===== config.mk =====
export PLATFORM = sky130hd
export DESIGN_NAME = camera_capture
export DESIGN_NICKNAME = d
export VERILOG_FILES = /design/src/rtl/camera_capture.sv
export SDC_FILE = /design/constraint.sdc
export NUM_CORES = 1
export LEC_CHECK = 0
export ABC_CLOCK_PERIOD_IN_PS = 2300
export BUFFER_PORTS_ARGS = -buffer_cell sky130_fd_sc_hd__buf_2
export CAP_MARGIN = 20
export CORE_UTILIZATION = 55
export DETAILED_ROUTE_END_ITERATION = 16
export GPL_TIMING_DRIVEN = 0
export HOLD_SLACK_MARGIN = 0.12
export PLACE_DENSITY = 0.79
export SLEW_MARGIN = 20
export SYNTH_ARGS = -nofsm -noshare
export SYNTH_HDL_FRONTEND = slang
export SYNTH_SLANG_ARGS = --single-unit

===== constraint.sdc =====
create_clock -name clk_i -period 2.3 [get_ports clk_i]
set_input_delay 0.345 -clock clk_i [delete_from_list [all_inputs] [get_ports clk_i]]
set_output_delay 0.345 -clock clk_i [all_outputs]
set_load 0.03 [all_outputs]

===== src/rtl/camera_capture.sv =====
// camera_capture
//   Turns the OV7670 8-bit parallel pixel bus into 12-bit RGB444 pixel
//   writes for the frame buffer. Consecutive byte pairs inside an HREF
//   line become one pixel; a linear write address is generated per frame.
//   Lives entirely in the camera PCLK domain and drives the write port of
//   the dual-clock frame RAM directly.
//
// Ports
//   clk_i            camera PCLK, inputs sampled on the rising edge
//   reset_i          asynchronous active-high reset
//   vsync_i          camera VSYNC (high = vertical blanking)
//   href_i           camera HREF (high = valid line bytes)
//   data_i[7:0]      camera data byte
//   pixel_valid_o    one-cycle frame RAM write enable
//   pixel_address_o  frame RAM write address (holds between writes)
//   pixel_data_o     pixel {R,G,B} (holds between writes)
//   frame_done_o     one-cycle pulse at end of a non-empty frame
//   overflow_o       sticky: current frame exceeded DEPTH pixels
//
// Build option
//   CAPTURE_TEST_PATTERN_EN  replaces camera pixel data with eight vertical
//                            colour bars chosen by column bits [8:6].
module camera_capture #(
  parameter int WIDTH      = 12,
  parameter int DEPTH      = 76800,
  parameter int ADDR_WIDTH = 17
) (
  input  logic                  clk_i,
  input  logic                  reset_i,
  input  logic                  vsync_i,
  input  logic                  href_i,
  input  logic [7:0]            data_i,
  output logic                  pixel_valid_o,
  output logic [ADDR_WIDTH-1:0] pixel_address_o,
  output logic [WIDTH-1:0]      pixel_data_o,
  output logic                  frame_done_o,
  output logic                  overflow_o
);

  // One extra bit so the count can saturate at DEPTH even when
  // DEPTH == 2**ADDR_WIDTH.
  localparam int CNT_W = ADDR_WIDTH + 1;
  localparam logic [CNT_W-1:0] DEPTH_C = CNT_W'(DEPTH);

  typedef enum logic {SYNC, FRAME} state_t;

  state_t state_reg, state_next;

  logic vsync_reg, vsync_prev_reg, href_reg;
  logic [7:0] data_reg;
  logic vsync_fall, vsync_rise;

  logic phase_low_reg, phase_low_next;
  logic [3:0] red_reg, red_next;
  logic [CNT_W-1:0] count_reg, count_next;
  logic overflow_reg, overflow_next;
  logic done_pend_reg, done_pend_next;
  logic low_byte;

  logic pixel_valid_reg, pixel_valid_next;
  logic [ADDR_WIDTH-1:0] pixel_address_reg, pixel_address_next;
  logic [WIDTH-1:0] pixel_data_reg, pixel_data_next;
  logic frame_done_reg, frame_done_next;
  logic [WIDTH-1:0] pixel_word;

  assign vsync_fall = vsync_prev_reg & ~vsync_reg;
  assign vsync_rise = ~vsync_prev_reg & vsync_reg;

`ifdef CAPTURE_TEST_PATTERN_EN
  // Column = pixel index within the current line (bytes-in-line / 2).
  logic [9:0] col_reg;
  logic [2:0] bar;
  logic [11:0] pattern;

  always_ff @(posedge clk_i or posedge reset_i) begin
    if (reset_i) begin
      col_reg <= '0;
    end else if (state_reg != FRAME || !href_reg || vsync_fall) begin
      col_reg <= '0;
    end else if (phase_low_reg) begin
      col_reg <= col_reg + 10'd1;
    end
  end

  assign bar = col_reg[8:6];
  for (genvar gi = 0; gi < 3; gi++) begin : g_bar
    assign pattern[gi*4 +: 4] = {4{bar[gi]}};
  end
  assign pixel_word = WIDTH'(pattern);
`else
  assign pixel_word = WIDTH'({red_reg, data_reg});
`endif

  always_ff @(posedge clk_i or posedge reset_i) begin
    if (reset_i) begin
      vsync_reg         <= 1'b0;
      vsync_prev_reg    <= 1'b0;
      href_reg          <= 1'b0;
      data_reg          <= '0;
      state_reg         <= SYNC;
      phase_low_reg     <= 1'b0;
      red_reg           <= '0;
      count_reg         <= '0;
      overflow_reg      <= 1'b0;
      done_pend_reg     <= 1'b0;
      pixel_valid_reg   <= 1'b0;
      pixel_address_reg <= '0;
      pixel_data_reg    <= '0;
      frame_done_reg    <= 1'b0;
    end else begin
      vsync_reg         <= vsync_i;
      vsync_prev_reg    <= vsync_reg;
      href_reg          <= href_i;
      data_reg          <= data_i;
      state_reg         <= state_next;
      phase_low_reg     <= phase_low_next;
      red_reg           <= red_next;
      count_reg         <= count_next;
      overflow_reg      <= overflow_next;
      done_pend_reg     <= done_pend_next;
      pixel_valid_reg   <= pixel_valid_next;
      pixel_address_reg <= pixel_address_next;
      pixel_data_reg    <= pixel_data_next;
      frame_done_reg    <= frame_done_next;
    end
  end

  always_comb begin
    state_next         = state_reg;
    phase_low_next     = phase_low_reg;
    red_next           = red_reg;
    count_next         = count_reg;
    overflow_next      = overflow_reg;
    done_pend_next     = 1'b0;
    pixel_valid_next   = 1'b0;
    pixel_address_next = pixel_address_reg;
    pixel_data_next    = pixel_data_reg;
    // A deferred end-of-frame (rise coincided with a pixel) fires now.
    frame_done_next    = done_pend_reg;
    low_byte           = 1'b0;

    case (state_reg)
      SYNC: begin
        phase_low_next = 1'b0;
        count_next     = '0;
        overflow_next  = 1'b0;
        if (vsync_fall) begin
          state_next = FRAME;
        end
      end
      FRAME: begin
        if (vsync_fall) begin
          count_next     = '0;
          overflow_next  = 1'b0;
          phase_low_next = 1'b0;
        end else begin
          if (href_reg) begin
            if (!phase_low_reg) begin
              red_next       = data_reg[3:0];
              phase_low_next = 1'b1;
            end else begin
              phase_low_next = 1'b0;
              low_byte       = 1'b1;
              if (count_reg < DEPTH_C) begin
                pixel_valid_next   = 1'b1;
                pixel_address_next = count_reg[ADDR_WIDTH-1:0];
                pixel_data_next    = pixel_word;
                count_next         = count_reg + CNT_W'(1);
              end else begin
                overflow_next = 1'b1;
              end
            end
          end else begin
            // Dropping href discards any dangling HIGH byte.
            phase_low_next = 1'b0;
          end
          if (vsync_rise) begin
            // The pixel completing on this cycle is written first and the
            // frame is then non-empty, so the pulse just slips one cycle.
            if (low_byte) begin
              done_pend_next = 1'b1;
            end else if (count_reg != '0) begin
              frame_done_next = 1'b1;
            end
          end
        end
      end
      default: state_next = SYNC;
    endcase
  end

  assign pixel_valid_o   = pixel_valid_reg;
  assign pixel_address_o = pixel_address_reg;
  assign pixel_data_o    = pixel_data_reg;
  assign frame_done_o    = frame_done_reg;
  assign overflow_o      = overflow_reg;

endmodule


==> summary.md, run 1 <==
| Metric | Value |
|---|---|
| Setup CP Type | `reg2reg` |
| Slew Limit Fails | `0` |
| HPWL after DPL | `3540 µm` |
| Max Root-Sink Buffers | `2` |
| Core area | `0.004786 mm²` |
| Hold Path Origin | `vsync_reg` |
| Netlist cell types | `38` |
| Max cap viols | `0` |
| Final GP Congestion | `0.8912` |
| Clock transition at path regs | `0.07 ns` |
| Nets | `304` |
| Final setup fails | `0` |
| Hold path depth | `0` |
| Clock Sinks | `68` |
| Die W | `72.83 µm` |
| Synth top area cells | `dfrtp_1 (62%), mux2_2 (11%), o21ai_0 (2.9%)` |
| Area leader, netlist | `dfrtp_1` |
| Worst setup EP type | `register` |
| Critical Path AT | `2.40 ns` |
| Internal | `1.946 mW` |
| Mapped Nets | `238` |
| Vias | `2,000` |
| Final min period | `2.162 ns` |
| Hold Slack | `0.4011 ns` |
| Most frequent cells in the layout | `dfrtp_1 (68), buf_2 (46), mux2_2 (28), o21ai_0 (16), a21oi_1 (15)` |
| Fmax | `462.6 MHz` |
| Reg area | `0.001702 mm²` |
| Total GRT Usage | `0.2349` |
| TritonRoute pass-1 iters | `4` |
| Final count of hold timing violations | `0` |
| Antenna cells | `0` |
| Post-synthesis instance total | `224` |
| Worst Path Max Fanout | `10` |
| First-pass GRT wire length | `9066 µm` |
| DIE HEIGHT | `72.83 µm` |
| TritonCTS clock tree | `built` |
| Pwr dens | `819.3 mW/mm²` |
| Rows | `25` |
| Root Buffer | `clkbuf_8` |
| Proportion of layout cells with a drive suffix above 1 | `0.3322` |
| I/O pins | `44` |
| Largest net degree at the start of global routing | `47` |
| Tightest Pin Transition | `0.5779 ns` |
| Overflow after GRT | `0` |
| Sequential fraction of the synthesis area | `0.6168` |
| Outcome | `finished clean` |
| Area of the multi-input gates | `993.5 µm²` |
| Residual DRC | `0` |
| WL/cell | `15.15 µm` |
| Port bufs | `43` |
| WL final | `5483 µm` |
| Sw frac | `0.3022` |
| Yosys warnings | `0` |
| Mapped cell area | `0.002759 mm²` |
| Critical path data required time | `2.53 ns` |
| Endpoint, Worst Hold | `vsync_prev_reg` |
| Critical path launch point type | `register` |
| Max_slew headroom | `0.6130` |
| Clock H-tree levels | `3` |
| Clock Skews | `0.006226 ns` |
| Cell Count, Final, Fillers Out | `362` |
| Predominant post-synthesis flop cell | `dfrtp_1` |
| Die ar. | `0.005303 mm²` |
| R2r setup slk | `0.14 ns` |
| # placed instances | `335` |
| Mean post-synth cell area | `12.32 µm²` |
| Clock Power Share | `0.325` |
| Critical R2R Launch | `count_reg[13]` |
| Maximum vdd drop | `0.7588 mV` |
| Residual antenna-violating net count after detailed routing | `0` |
| Initial drt markers | `164` |
| Area grow syn2layout | `23.36%` |
| Initial antenna violation count | `0` |
| Top cell type's share of synthesized area | `0.6168` |
| Worst r2r dst | `pixel_data_o[3]` |
| Seq pwr share | `0.494` |
| Vias per cell | `5.525` |
| Worst hold path type | `reg2reg` |
| Number of synthesized flops with an enable pin | `0` |
| Clk_lat worst skew | `0.35 ns` |
| Crit share post-route | `0.9399` |
| Ys async rst share | `1.000` |
| Postcts setup bufs | `0` |
| Initial Util | `0.5765` |
| Psw | `0.8427 mW` |
| Vias in the first global route | `1,977` |
| CTS Buf Count | `9` |
| Commonest non-fill, non-tap cell in the layout | `dfrtp_1` |
| FILL cells | `345` |
| Combinational power share | `0.181` |
| RSZ-0062 raised after global routing | `no` |
| Worst reg2reg path depth | `6` |
| Max reg flops | `18` |
| Synth Register Bits | `68` |
| Leak | `1.595 nW` |
-- timing repair --
item / CTS / global route
hold buffers: 11 / 0
hold endpoints to repair: 32 / 0
endpoints found under the setup margin: 0 / 29
gates resized for setup: 0 / 6
-- routing by layer --
layer  wire length [µm]  vias to the layer above  share of wire  GRT usage
li1                   -                      959              -          -
met5                  0                        -              0          0
met4                 73                        0          0.013    0.08497
met1               2374                      980           0.43     0.2840
met3                302                        7          0.055    0.08702
met2               2733                       54           0.50     0.3873
-- logic make-up after synthesis --
| kind of cell | count (synthesis) | share of synthesized area |
|---|---|---|
| AOI/OAI and AO/OA | 48 | 0.1098 |
| xor gates and xnor gates | 1 | 0.003175 |
| adders and majority gates | 2 | 0.009069 |
| buffers and inverters | 20 | 0.02857 |
| DFF | 68 | 0.6168 |
| muxes | 29 | 0.1179 |
| and+or+nand+nor | 56 | 0.1147 |
-- synth_stat cells (all sizes together) (3+ instances only) --
| library cell | instances |
|---|---|
| clkbuf | 7 |
| nor4 | 5 |
| or3 | 4 |
| or4 | 5 |
| nand3 | 7 |
| a21oi | 15 |
| dfrtp | 68 |
| nor2 | 3 |
| inv | 9 |
| nand2 | 12 |
| buf | 3 |
| o41ai | 4 |
| o21ai | 16 |
| mux2 | 28 |
| o31ai | 5 |
| nand4 | 5 |
| nand2b | 3 |
-- power by group through the flow --
stage	registers, mW	clock network, mW	logic [mW]
after global routing	1.39	0.973	0.539
after CTS	1.38	0.930	0.506
after detailed placement	1.40	0	0.491
after global placement	1.39	0	0.472
final	1.38	0.907	0.505
after floorplan	1.57	0	0.162
-- cell type report --
type / instances / area share
buffer: 10 / 0.01287
clock buffer: 11 / 0.04449
clock inverter: 5 / 0.01066
inverter: 10 / 0.01176
multi-input combinational: 136 / 0.2919
sequential: 68 / 0.5000
tap: 67 / 0.02463
timing repair buffer: 55 / 0.1037
-- critical path, stage by stage, from the launching register on --
cell and delay, ns:
dfrtp_1 0.35, buf_2 0.17, a211o_1 0.35, a211oi_4 0.44, nand2_1 0.17, clkbuf_2 0.25, mux2_2 0.31
-- through the flow --
step | setup TNS [ns] | power (mW) | util | setup WS (ns) | instance area (µm²)
final | 0 | 2.788 | 0.7111 | 0.1383 | 3403
after global routing | 0 | 2.901 | 0.7111 | 0.01190 | 3403
after CTS | 0 | 2.811 | 0.7075 | 0.01054 | 3386
after detailed placement | 0 | 1.887 | 0.6452 | 0.02096 | 3088
after global placement | -32.84 | 1.865 | 0.6390 | -0.4855 | 3058
after floorplan | 0 | 1.730 | - | 0.2435 | 2759
-- worst max-delay path by stage --
stage                  start            endpoint  cells past startpoint
5_1_grt        count_reg[13]        count_reg[7]                      6
3_3_place_gp         reset_i  pixel_address_o[8]                      2
2_1_floorplan        reset_i        count_reg[0]                      1
4_1_cts        count_reg[13]     pixel_data_o[3]                      6
3_5_place_dp   count_reg[13]     pixel_data_o[2]                      6
6_report       count_reg[13]     pixel_data_o[3]                      6
No activity file was read; power rests on OpenSTA's default activity.
==> run 2: changes to the inputs <==
Settings changed: CORE_UTILIZATION 55 to 58, CTS_BUF_LIST set to sky130_fd_sc_hd__clkbuf_8, PLACE_DENSITY 0.79 to 0.82.
==> run 2 against run 1 <==
Against the previous run:
- register-to-register slack worse by 0.08 ns
- largest power group unchanged
- sequential power hardly changed
- critical path type unchanged
- power increased by 5.9%
- hold slack got worse by 0.00099 ns
- clock power is 17% higher
==> summary.md, run 2 (synthesis gave the netlist of run 1 again) <==
| Metric | Value |
|---|---|
| Max reg flops | `18` |
| Final setup fails | `0` |
| Leak | `1.612 nW` |
| Residual DRC | `0` |
| Total GRT Usage | `0.2605` |
| Critical path launch point type | `register` |
| R2r setup slk | `0.06 ns` |
| Most frequent cells in the layout | `dfrtp_1 (68), buf_2 (46), mux2_2 (28), o21ai_0 (16), a21oi_1 (15)` |
| Proportion of layout cells with a drive suffix above 1 | `0.3265` |
| Tightest Pin Transition | `0.5938 ns` |
| Die ar. | `0.005037 mm²` |
| Max cap viols | `0` |
| Pwr dens | `869.3 mW/mm²` |
| Port bufs | `43` |
| Critical R2R Launch | `count_reg[13]` |
| Antenna cells | `0` |
| Critical path data required time | `2.50 ns` |
| Fmax | `445.9 MHz` |
| Worst reg2reg path depth | `6` |
| Cell Area, Placed | `0.003062 mm²` |
| Vias per cell | `5.962` |
| Final min period | `2.243 ns` |
| Initial Util | `0.6166` |
| Clock Skews | `0.005728 ns` |
| Worst r2r dst | `count_reg[15]` |
| Final GP Congestion | `0.8915` |
| First-pass GRT wire length | `9653 µm` |
| Slew Limit Fails | `0` |
| FILL cells | `281` |
| Design area | `0.003398 mm²` |
| Clk_lat worst skew | `0.35 ns` |
| Residual antenna-violating net count after detailed routing | `0` |
| Clock Sinks | `68` |
| WL/cell | `17.09 µm` |
| Setup CP Type | `reg2reg` |
| Clock transition at path regs | `0.07 ns` |
| Worst setup path end | `count_reg[15]` |
| Overflow after GRT | `0` |
| CTS Buf Count | `9` |
| Core area | `0.004474 mm²` |
| Total power | `2.954 mW` |
| Final count of hold timing violations | `0` |
| Initial drt markers | `181` |
| DIE HEIGHT | `70.97 µm` |
| TritonCTS clock tree | `built` |
| Clock H-tree levels | `3` |
| Maximum vdd drop | `0.6196 mV` |
| Nets | `303` |
| Initial antenna violation count | `0` |
| Critical Path AT | `2.45 ns` |
| WL final | `5914 µm` |
| Vias | `2,063` |
| Rows | `24` |
| Worst Path Max Fanout | `10` |
| Critical Path Source | `count_reg[13]` |
| Crit share post-route | `0.9751` |
| Max Root-Sink Buffers | `2` |
| RSZ-0062 raised after global routing | `no` |
| Vias in the first global route | `2,141` |
| Largest net degree at the start of global routing | `42` |
| Worst setup EP type | `register` |
| TritonRoute pass-1 iters | `4` |
| Max_slew headroom | `0.6033` |
| Root Buffer | `clkbuf_8` |
| I/O pins | `44` |
| Outcome | `finished clean` |
| Area grow syn2layout | `23.17%` |
| Final Core Density | `0.7595` |
| Commonest non-fill, non-tap cell in the layout | `dfrtp_1` |
| HPWL after DPL | `3816 µm` |
| Worst hold path type | `reg2reg` |
| Die W | `70.97 µm` |
run 2: changes by cell type in the layout (fill, tap and decap cells not counted):
cell        delta
bufinv_16      +1
clkinvlp_4     -2
clkinv_4       -1
clkbuf_8       +2
o41ai_1        +1
buf_12         +1
clkbuf_2       -1
buf_16         -1
o41ai_2        -1
run 2: final cells by class:
class / count / area [µm²] / share of cell area
Sequential cell: 68 / 1702 / 0.5007
Multi-Input combinational cell: 136 / 985.9 / 0.2901
Timing Repair Buffer: 55 / 345.3 / 0.1016
Clock buffer: 13 / 178.9 / 0.05265
Tap cell: 52 / 65.06 / 0.01915
Clock inverter: 3 / 42.54 / 0.01252
Inverter: 10 / 40.04 / 0.01178
Buffer: 9 / 38.79 / 0.01141
run 2: timing repair:
item	in CTS	in global routing
gates resized for setup	1	2
hold buffers	11	0
hold endpoints to repair	37	0
endpoints found under the setup margin	2	4
buffers inserted	0	0
pin swaps	0	0
run 2: layer usage:
metal  part of all wire  vias up  global-route usage  routed length, µm
met5                  0        -                   0                  0
li1                   -      957                   -                  -
met3              0.049       15             0.05128                290
met2               0.52       73              0.4701               3103
met1               0.40     1018              0.2846               2370
met4              0.025        0              0.1533                150
run 2: power by group:
part | internal (mW) | leakage, nW | total, mW | switching, mW
Combinational | 0.180 | 0.618 | 0.508 | 0.328
Clock | 0.617 | 0.112 | 1.06 | 0.445
Sequential | 1.32 | 0.882 | 1.38 | 0.0677
run 2: worst min-delay path by stage:
stage | slack (ns) | endpoint | start | cells after the start
3_3_place_gp | 0.38 | vsync_prev_reg | vsync_reg | 0
3_5_place_dp | 0.35 | pixel_data_o[7] | reset_i | 2
4_1_cts | 0.41 | vsync_prev_reg | vsync_reg | 0
2_1_floorplan | 0.37 | vsync_prev_reg | vsync_reg | 0
6_report | 0.40 | vsync_prev_reg | vsync_reg | 0
5_1_grt | 0.42 | vsync_prev_reg | vsync_reg | 0
run 2: stage by stage:
step	hold slack, ns	instances	TNS [ns]	setup slack, ns
6_report	0.4001	346	0	0.05718
5_1_grt	0.4176	346	0	0.002359
4_1_cts	0.4057	347	0	0.02560
3_5_place_dp	0.3456	320	-0.01642	-0.01402
3_3_place_gp	0.3841	319	-31.01	-0.4595
2_1_floorplan	0.3743	224	0	0.2435
run 2: critical path, stage by stage, from the launching register on:
cell	delay, ns
dfrtp_1	0.36
buf_2	0.17
a211o_1	0.35
a2111o_1	0.50
clkbuf_2	0.23
o41ai_1	0.37
a21oi_1	0.12
==> run 3: changes to the inputs <==
Settings changed: BUFFER_PORTS_ARGS -buffer_cell sky130_fd_sc_hd__buf_2 to -buffer_cell sky130_fd_sc_hd__clkbuf_2.
==> run 3 against run 2 <==
Against the previous run:
- clock skew is 0.0017 ns higher
- sequential power hardly changed
- global-route usage is 0.50 points higher
- utilization is 0.45 points higher
- sequential share of layout area is 0.29 points lower
- routed wire length is 0.32% higher
- maximum frequency is 0.64% higher
- via count is 0.44% higher
- die area stayed put
- critical path depth stayed put
- combinational power hardly changed
- non-clock buffer count is 4 higher
- highest routed layer unchanged
==> summary.md, run 3 (synthesis gave the netlist of run 1 again) <==
| Metric | Value |
|---|---|
| Max Root-Sink Buffers | `2` |
| Final min period | `2.229 ns` |
| WL final | `5933 µm` |
| Final count of hold timing violations | `0` |
| Initial Util | `0.6166` |
| Clock Sinks | `68` |
| Setup CP Type | `reg2reg` |
| Max reg flops | `18` |
| TritonRoute pass-1 iters | `7` |
| Initial drt markers | `202` |
| CTS Buf Count | `9` |
| Proportion of layout cells with a drive suffix above 1 | `0.3322` |
| Rows | `24` |
| Slew Limit Fails | `0` |
| Crit share post-route | `0.9690` |
| Dpl ws | `-0.04868 ns` |
| Commonest non-fill, non-tap cell in the layout | `dfrtp_1` |
| Maximum vdd drop | `0.7068 mV` |
| Overflow after GRT | `0` |
| Residual antenna-violating net count after detailed routing | `0` |
| Critical Path AT | `2.44 ns` |
| Clk_lat worst skew | `0.35 ns` |
| I/O pins | `44` |
| Fmax | `448.7 MHz` |
| Most frequent cells in the layout | `dfrtp_1 (68), clkbuf_2 (44), mux2_2 (28), o21ai_0 (16), a21oi_1 (15)` |
| Nets | `307` |
| Tightest Pin Transition | `0.6636 ns` |
| Worst Path Max Fanout | `10` |
| Final Worst Setup Slack | `0.07141 ns` |
| Leak | `1.612 nW` |
| Vias in the first global route | `2,095` |
| TritonCTS clock tree | `built` |
| Critical path data required time | `2.51 ns` |
| Total GRT Usage | `0.2655` |
| Max cap viols | `0` |
| Vias per cell | `5.920` |
| Outcome | `finished clean` |
| Initial antenna violation count | `0` |
| Critical path launch point type | `register` |
| Largest net degree at the start of global routing | `41` |
| Core area | `0.004474 mm²` |
| Vias | `2,072` |
| Clock transition at path regs | `0.07 ns` |
| RSZ-0062 raised after global routing | `no` |
| First-pass GRT wire length | `9873 µm` |
| Antenna cells | `0` |
| Clock H-tree levels | `3` |
| Die W | `70.97 µm` |
| Clock Skews | `0.007390 ns` |
| Worst setup EP type | `register` |
| Die ar. | `0.005037 mm²` |
| Port bufs | `43` |
| Final setup fails | `0` |
| Final Core Density | `0.7640` |
| Residual DRC | `0` |
| WL/cell | `16.95 µm` |
| Worst hold path type | `reg2reg` |
| Root Buffer | `clkbuf_8` |
| DIE HEIGHT | `70.97 µm` |
| Final GP Congestion | `0.8865` |
| Pwr dens | `865.8 mW/mm²` |
| Max_slew headroom | `0.5567` |
| Area grow syn2layout | `23.90%` |
| Total power | `2.960 mW` |
| HPWL after DPL | `3648 µm` |
-- run 3: report_power, final --
| part | switching [mW] | internal (mW) | leakage [nW] |
|---|---|---|---|
| logic | 0.330 | 0.181 | 0.621 |
| clock network | 0.454 | 0.605 | 0.109 |
| registers | 0.0724 | 1.32 | 0.882 |
-- run 3: timing repair --
| action | CTS | global route |
|---|---|---|
| endpoints found under the hold margin | 38 | 0 |
| setup buffers | 0 | 3 |
| endpoints found under the setup margin | 4 | 9 |
| pin swaps | 0 | 1 |
| resized for setup | 1 | 2 |
| hold buffers | 11 | 0 |
| gates cloned | 0 | 0 |
-- run 3: worst max-delay path, stage by stage, from the launching register on --
cell and delay (ns):
dfrtp_1 0.37, buf_2 0.17, a211o_1 0.35, a2111o_1 0.50, clkbuf_2 0.23, o41ai_1 0.37, a21oi_1 0.11
-- run 3: routing by layer --
layer / vias up / wire [µm] / GRT usage
li1: 961 / - / -
met2: 89 / 2980 / 0.4327
met5: - / 0 / 0
met4: 0 / 125 / 0.1422
met1: 1006 / 2465 / 0.3209
met3: 16 / 363 / 0.07835
-- run 3: final cells by class --
cell class	instances	area [µm²]
Buffer	10	42.54
Fill cell	278	1056
Multi-Input combinational cell	136	985.9
Clock inverter	7	91.34
Inverter	10	40.04
Tap cell	52	65.06
Sequential cell	68	1702
Clock buffer	9	123.9
Timing Repair Buffer	58	367.9
-- run 3: metrics by stage --
step	std cells	setup TNS [ns]	hold WS (ns)	instance area, µm²
after CTS	347	0	0.4095	3395
after floorplan	224	0	0.3743	2759
after global routing	350	0	0.4363	3418
after global placement	319	-30.58	0.3839	3039
final	350	0	0.4038	3418
after detailed placement	320	-0.1756	0.3420	3062
-- run 3: path summary, 6_finish.rpt --
path | from | end | slack, ns | cells past startpoint
min reg2reg | vsync_reg | vsync_prev_reg | 0.40 | 0
min | vsync_reg | vsync_prev_reg | 0.40 | 0
max in group asynchronous | reset_i | count_reg[8] | 1.27 | 4
max reg2reg | count_reg[13] | count_reg[15] | 0.07 | 6
min in group asynchronous | reset_i | pixel_data_o[7] | 0.52 | 3
max | count_reg[13] | count_reg[15] | 0.07 | 6
